File: config.mk
export PLATFORM = sky130hd
export DESIGN_NAME = game_sequencer
export DESIGN_NICKNAME = d
export VERILOG_FILES = /design/src/rtl/game_pkg.sv /design/src/rtl/btn_debounce.sv /design/src/rtl/game_sequencer.sv
export SDC_FILE = /design/constraint.sdc
export NUM_CORES = 1
export LEC_CHECK = 0
export ABC_AREA = 1
export ABC_CLOCK_PERIOD_IN_PS = 1800
export BUFFER_PORTS_ARGS = -buffer_cell sky130_fd_sc_hd__buf_2
export CORE_ASPECT_RATIO = 0.8
export CORE_MARGIN = 2
export CORE_UTILIZATION = 44
export CTS_BUF_LIST = sky130_fd_sc_hd__clkbuf_8
export DETAILED_ROUTE_END_ITERATION = 8
export GPL_TIMING_DRIVEN = 1
export PLACE_DENSITY_LB_ADDON = 0.3
export SLEW_MARGIN = 20
export SYNTH_ARGS = -nofsm -noshare
export SYNTH_HDL_FRONTEND = slang
export SYNTH_SLANG_ARGS = --single-unit
File: constraint.sdc
create_clock -name clk -period 1.8 [get_ports clk]
set_clock_uncertainty 0.2 [all_clocks]
set_input_delay 0.09 -clock clk [delete_from_list [all_inputs] [get_ports clk]]
set_output_delay 0.09 -clock clk [all_outputs]
set_load 0.01 [all_outputs]
File: src/rtl/game_pkg.sv
// Shared encodings for the rhythm game: scene select, song ids and sequencer states.
// The matrix driver and note shifter import the same scene/song values.
package game_pkg;

    localparam logic [1:0] SCENE_MENU   = 2'd0;
    localparam logic [1:0] SCENE_PLAY   = 2'd1;
    localparam logic [1:0] SCENE_RESULT = 2'd2;

    localparam logic [1:0] SONG_NONE    = 2'd0;

    typedef enum logic [2:0] {
        ST_MENU,
        ST_COUNT,
        ST_PLAY,
        ST_PAUSE,
        ST_RESULT
    } fsm_t;

endpackage

File: src/rtl/btn_debounce.sv
// One player button: 2-flop synchronizer, counter debounce, and a one-cycle press pulse
// registered one cycle after the debounced level rises.
module btn_debounce #(
    parameter int DEB_CYCLES = 250000
) (
    input  logic clk,
    input  logic rst,
    input  logic raw,
    output logic level,
    output logic press
);

    localparam int            CW       = $clog2(DEB_CYCLES + 1);
    localparam logic [CW-1:0] CNT_LAST = CW'(DEB_CYCLES - 1);

    logic          sync1;
    logic          sync2;
    logic          level_q;
    logic [CW-1:0] cnt;

    always_ff @(posedge clk or negedge rst) begin
        if (!rst) begin
            sync1   <= 1'b0;
            sync2   <= 1'b0;
            level   <= 1'b0;
            level_q <= 1'b0;
            press   <= 1'b0;
            cnt     <= '0;
        end else begin
            sync1   <= raw;
            sync2   <= sync1;
            level_q <= level;
            press   <= level & ~level_q;
            // Any cycle of agreement restarts the stability window.
            if (sync2 == level) begin
                cnt <= '0;
            end else if (cnt == CNT_LAST) begin
                level <= sync2;
                cnt   <= '0;
            end else begin
                cnt <= cnt + 1'b1;
            end
        end
    end

endmodule

File: src/rtl/game_sequencer.sv
// Rhythm game play-flow controller: menu/song select, countdown, play, pause, result.
// Drives scene select, shifter load/enable and score clear from debounced button presses.
module game_sequencer
    import game_pkg::*;
#(
    parameter int NUM_SONGS    = 3,
    parameter int DEB_CYCLES   = 250000,
    parameter int COUNT_TICKS  = 3,
    parameter int RESULT_TICKS = 8
) (
    input  logic       clk,
    input  logic       rst,
    input  logic       red_button,
    input  logic       blue_button,
    input  logic       yellow_button,
    input  logic       tick,
    input  logic       finish,
    output logic [1:0] state,
    output logic [1:0] song_sel,
    output logic [1:0] song_confirm,
    output logic       shift_load,
    output logic       shift_en,
    output logic       score_clr,
    output logic [1:0] countdown,
    output logic       paused
);

    localparam int            HW       = $clog2(RESULT_TICKS + 1);
    localparam logic [1:0]    SEL_MAX  = 2'(NUM_SONGS - 1);
    localparam logic [1:0]    CD_INIT  = 2'(COUNT_TICKS);
    localparam logic [HW-1:0] HOLD_MAX = HW'(RESULT_TICKS);

    logic [2:0] raw;
    logic [2:0] press;
    // Debounced levels stay available on the debouncer; the flow only needs press edges.
    logic [2:0] unused_level;

    assign raw = {yellow_button, blue_button, red_button};

    for (genvar i = 0; i < 3; i++) begin : g_btn
        btn_debounce #(.DEB_CYCLES(DEB_CYCLES)) u_deb (
            .clk  (clk),
            .rst  (rst),
            .raw  (raw[i]),
            .level(unused_level[i]),
            .press(press[i])
        );
    end

    logic red_p, blue_p, yel_p;
    assign red_p  = press[0];
    assign blue_p = press[1];
    assign yel_p  = press[2];

    fsm_t          fsm;
    logic [HW-1:0] hold;

    always_ff @(posedge clk or negedge rst) begin
        if (!rst) begin
            fsm          <= ST_MENU;
            hold         <= '0;
            state        <= SCENE_MENU;
            song_sel     <= 2'd0;
            song_confirm <= SONG_NONE;
            shift_load   <= 1'b0;
            shift_en     <= 1'b0;
            score_clr    <= 1'b0;
            countdown    <= 2'd0;
            paused       <= 1'b0;
        end else begin
            shift_load <= 1'b0;
            score_clr  <= 1'b0;
            case (fsm)
                ST_MENU: begin
                    if (yel_p) begin
                        fsm          <= ST_COUNT;
                        state        <= SCENE_PLAY;
                        song_confirm <= song_sel + 2'd1;
                        shift_load   <= 1'b1;
                        score_clr    <= 1'b1;
                        countdown    <= CD_INIT;
                    end else if (red_p && !blue_p) begin
                        song_sel <= (song_sel == 2'd0) ? SEL_MAX : song_sel - 2'd1;
                    end else if (blue_p && !red_p) begin
                        song_sel <= (song_sel == SEL_MAX) ? 2'd0 : song_sel + 2'd1;
                    end
                end
                ST_COUNT: begin
                    if (tick) begin
                        if (countdown <= 2'd1) begin
                            fsm       <= ST_PLAY;
                            countdown <= 2'd0;
                            shift_en  <= 1'b1;
                        end else begin
                            countdown <= countdown - 2'd1;
                        end
                    end
                end
                ST_PLAY: begin
                    if (finish) begin
                        fsm      <= ST_RESULT;
                        state    <= SCENE_RESULT;
                        shift_en <= 1'b0;
                    end else if (yel_p) begin
                        fsm      <= ST_PAUSE;
                        shift_en <= 1'b0;
                        paused   <= 1'b1;
                    end
                end
                ST_PAUSE: begin
                    if (yel_p) begin
                        fsm      <= ST_PLAY;
                        shift_en <= 1'b1;
                        paused   <= 1'b0;
                    end else if (red_p && blue_p) begin
                        fsm          <= ST_MENU;
                        state        <= SCENE_MENU;
                        song_confirm <= SONG_NONE;
                        paused       <= 1'b0;
                    end
                end
                ST_RESULT: begin
                    if (tick && hold != HOLD_MAX) hold <= hold + 1'b1;
                    if (yel_p && hold == HOLD_MAX) begin
                        fsm          <= ST_MENU;
                        state        <= SCENE_MENU;
                        song_confirm <= SONG_NONE;
                        hold         <= '0;
                    end
                end
                default: fsm <= ST_MENU;
            endcase
        end
    end

endmodule
==> reports/metrics.cfg <==
[outcome]
status = completed

[worst_setup_path]
cpMostUsedCell = nor2_1
crit_path_start = g_btn[0].u_deb.cnt[0]$_DFF_PN0_
path_cells = ha_1 > nand2_1 > nor2_4 > nand3_1 > nor2_1 > nor2_2 > inv_2 > nor2_1
crit_slowest_cell = dfrtp_1
crit_path_end_kind = register
reg2reg_depth = 8
cpPeakStageDelay_ns = 0.40
arrival_ns = 1.77
cp-start-kind = register
cp.required_ns = 1.89
crit_type = register to register
cp_max_fo = 6
r2r_start = g_btn[0].u_deb.cnt[0]$_DFF_PN0_

[synthesis]
ys_types = 27
syn_inst = 566
synth_nets = 583
ys_warn_count = 0
synth_seq_cells = 87
syn_avg_cell_area_um2 = 7.87
synth_area_um2 = 4450
ys_seq_area_share_pct = 48.9

[power]
peakVddDrop_v = 0.000497
p_per_area_nw_per_um2 = 719
finalPower_w = 0.00364
p_leak_nw = 2.31

[sta]
tns_ns = 0
fmax_mhz = 594
period_minus_slack_ns = 1.68
report.final.slew_viol_count = 0
period_share_pct = 93.5
finalSetupViolCount = 0
slew_headroom_pct = 68.7
hold_viol = 0
worst_pin_slew_ns = 0.466
rsz0062_at_grt = no

[floorplanning]
die_area_um2 = 10900
fp.dieW_um = 116
coreArea_um2 = 9730
start_util_pct = 45.8
io-pin-count = 19
rows = 32
die_y_um = 94.0

[placed_design]
dp.cells = 727
gp_congestion = 0.933
dpl.hpwl_mm = 6.67
port_buffers = 18

[clock_tree]
cts.htree.levels = 3
numCtsBuffers = 9
cts_tree = built
insertion_delay_ns = 0.36
clock_path_buffers = 2
clk_pin_slew_worst_paths_ns = 0.08
cts_root_buf = clkbuf_8
cts.sinks = 87

[cells_and_area]
antenna_cells = 0
fin_cells = 751
final_nets = 628
final_util_pct = 52.1
area_delta_synth_final_pct = 13.8
drive_above_1_share_pct = 13.0

[detailed_routing]
ant_nets = 0
finalWirelength_mm = 8.76
via_per_inst = 4.81
remaining_drc_errors = 0
drt_iter0_markers = 158
first_pass_iters = 4
via_count = 3615
wl_per_cell_um = 11.7

[grt]
grt_max_degree = 37
gr-usage-all-layers_pct = 17.6
grt_pass1_vias = 3388
antenna_found_initial = 0
grt_first_pass_wirelength_mm = 15.2
grt_overflow_total = 0

[run]
cap_violations = 0

[min_path]
hold_path.class = input pin to asynchronous set/reset pin

## final cells by class
cell class	instances	area, um2
clock buffer	9	124
clock inverter	6	61.3
fill	950	4660
inverter	73	274
multi-input combinational	405	2010
sequential	87	2180
tap	136	170
timing repair buffer	35	248
## state kept, by name (all words and copies together) (netlist names)
register	count
shift_en	1
g_btn.u_deb.level	3
g_btn.u_deb.sync1	3
g_btn.u_deb.sync2	3
g_btn.u_deb.cnt	54
song_sel	2
paused	1
hold	4
score_clr	1
song_confirm	2
g_btn.u_deb.press	3
countdown	2
state	2
fsm	3
g_btn.u_deb.level_q	3
## critical path: cells and delay by family, from the launching register on
kind / cells / cell delay [ns]
adders and majority gates: 1 / 0.22
buffers and inverters: 1 / 0.11
and+or+nand+nor: 6 / 0.68
DFF: 1 / 0.40
## cell families (layout without fill, tap and decap cells)
family,after synthesis,in the layout,share of synthesized area (%)
DFF,87,87,48.9
xor gates and xnor gates,28,28,5.68
buffers and inverters,74,123,6.32
adders and majority gates,10,10,2.81
AOI/OAI and AO/OA,32,32,3.96
and+or+nand+nor,335,335,32.3
## power breakdown
group / leakage, nW / internal [W] / switching [W]
clock: 0.0953 / 0.000631 / 0.000689
combinational: 1.04 / 0.000102 / 0.000159
sequential: 1.17 / 0.00202 / 0.0000455
total: 2.31 / 0.00275 / 0.000893
## layer usage
layer | global-route usage [%] | up-vias | share of wire, %
li1 | - | 1841 | -
met1 | 24.9 | 1716 | 51
met2 | 27.1 | 50 | 44
met3 | 4.32 | 8 | 3.3
met4 | 4.37 | 0 | 1.0
met5 | 0 | - | 0
## cells in the final DEF, fill, tap and decap left out
cell type,count
nand3_2,1
clkbuf_8,9
a21oi_1,5
o21ai_0,13
a31oi_1,3
nor2_4,6
ha_1,10
inv_6,1
o211ai_1,2
nand2_2,6
buf_12,1
buf_4,11
nor2_2,9
xnor2_1,5
nor3_2,1
nor3_1,16
nand2_1,134
bufinv_16,1
nand4_1,10
inv_2,10
buf_2,17
a21oi_2,1
clkinvlp_4,1
clkinv_2,3
xnor2_2,1
nand3_1,25
dfrtp_1,87
xor2_1,22
nand3b_1,2
and2_1,2
a21oi_4,1
nor3b_1,2
o21ai_1,7
dlygate4sd3_1,6
inv_1,63
nor2_1,121
## worst paths after layout
| kind | slack, ns | end |
|---|---|---|
| max in group asynchronous | 0.84 | g_btn[1].u_deb.cnt[13]$_DFF_PN0_ |
| worst min-delay path | 0.02 | score_clr$_DFF_PN0_ |
| worst max-delay path | 0.12 | g_btn[0].u_deb.cnt[4]$_DFF_PN0_ |
| worst min register to register | 0.16 | g_btn[0].u_deb.sync2$_DFF_PN0_ |
| min in group clk | 0.16 | g_btn[0].u_deb.sync2$_DFF_PN0_ |
| worst max register to register | 0.12 | g_btn[0].u_deb.cnt[4]$_DFF_PN0_ |
## Yosys cell counts (all sizes together)
master | n | share of area, %
nand2 | 140 | 12
nor2 | 136 | 13
dfrtp | 87 | 49
inv | 73 | 6.2
nand3 | 26 | 3.0
xor2 | 22 | 4.3
o21ai | 20 | 2.2
nor3 | 17 | 2.0
ha | 10 | 2.8
nand4 | 10 | 1.4
a21oi | 7 | 0.96
xnor2 | 6 | 1.3
a31oi | 3 | 0.42
and2 | 2 | 0.28
nand3b | 2 | 0.34
nor3b | 2 | 0.34
o211ai | 2 | 0.34
buf | 1 | 0.17
## what timing repair did
action	in CTS	in global routing
hold buffers	6	0
setup endpoints to repair	0	13
setup buffers	0	3
gates resized for setup	0	4
hold endpoints to repair	100	0
## through the flow
step / hold slack, ns / setup slack (ns) / cell area [um2]
finish: 0.0195 / 0.116 / 5060
global route: 0.0578 / 0.000871 / 5060
CTS: 0.0330 / 0.0856 / 5020
detailed placement: -0.121 / 0.0975 / 4780
global placement: -0.126 / 0.149 / 4780
floorplan: -0.406 / 0.288 / 4450
Power figures use the tool's default switching activity.
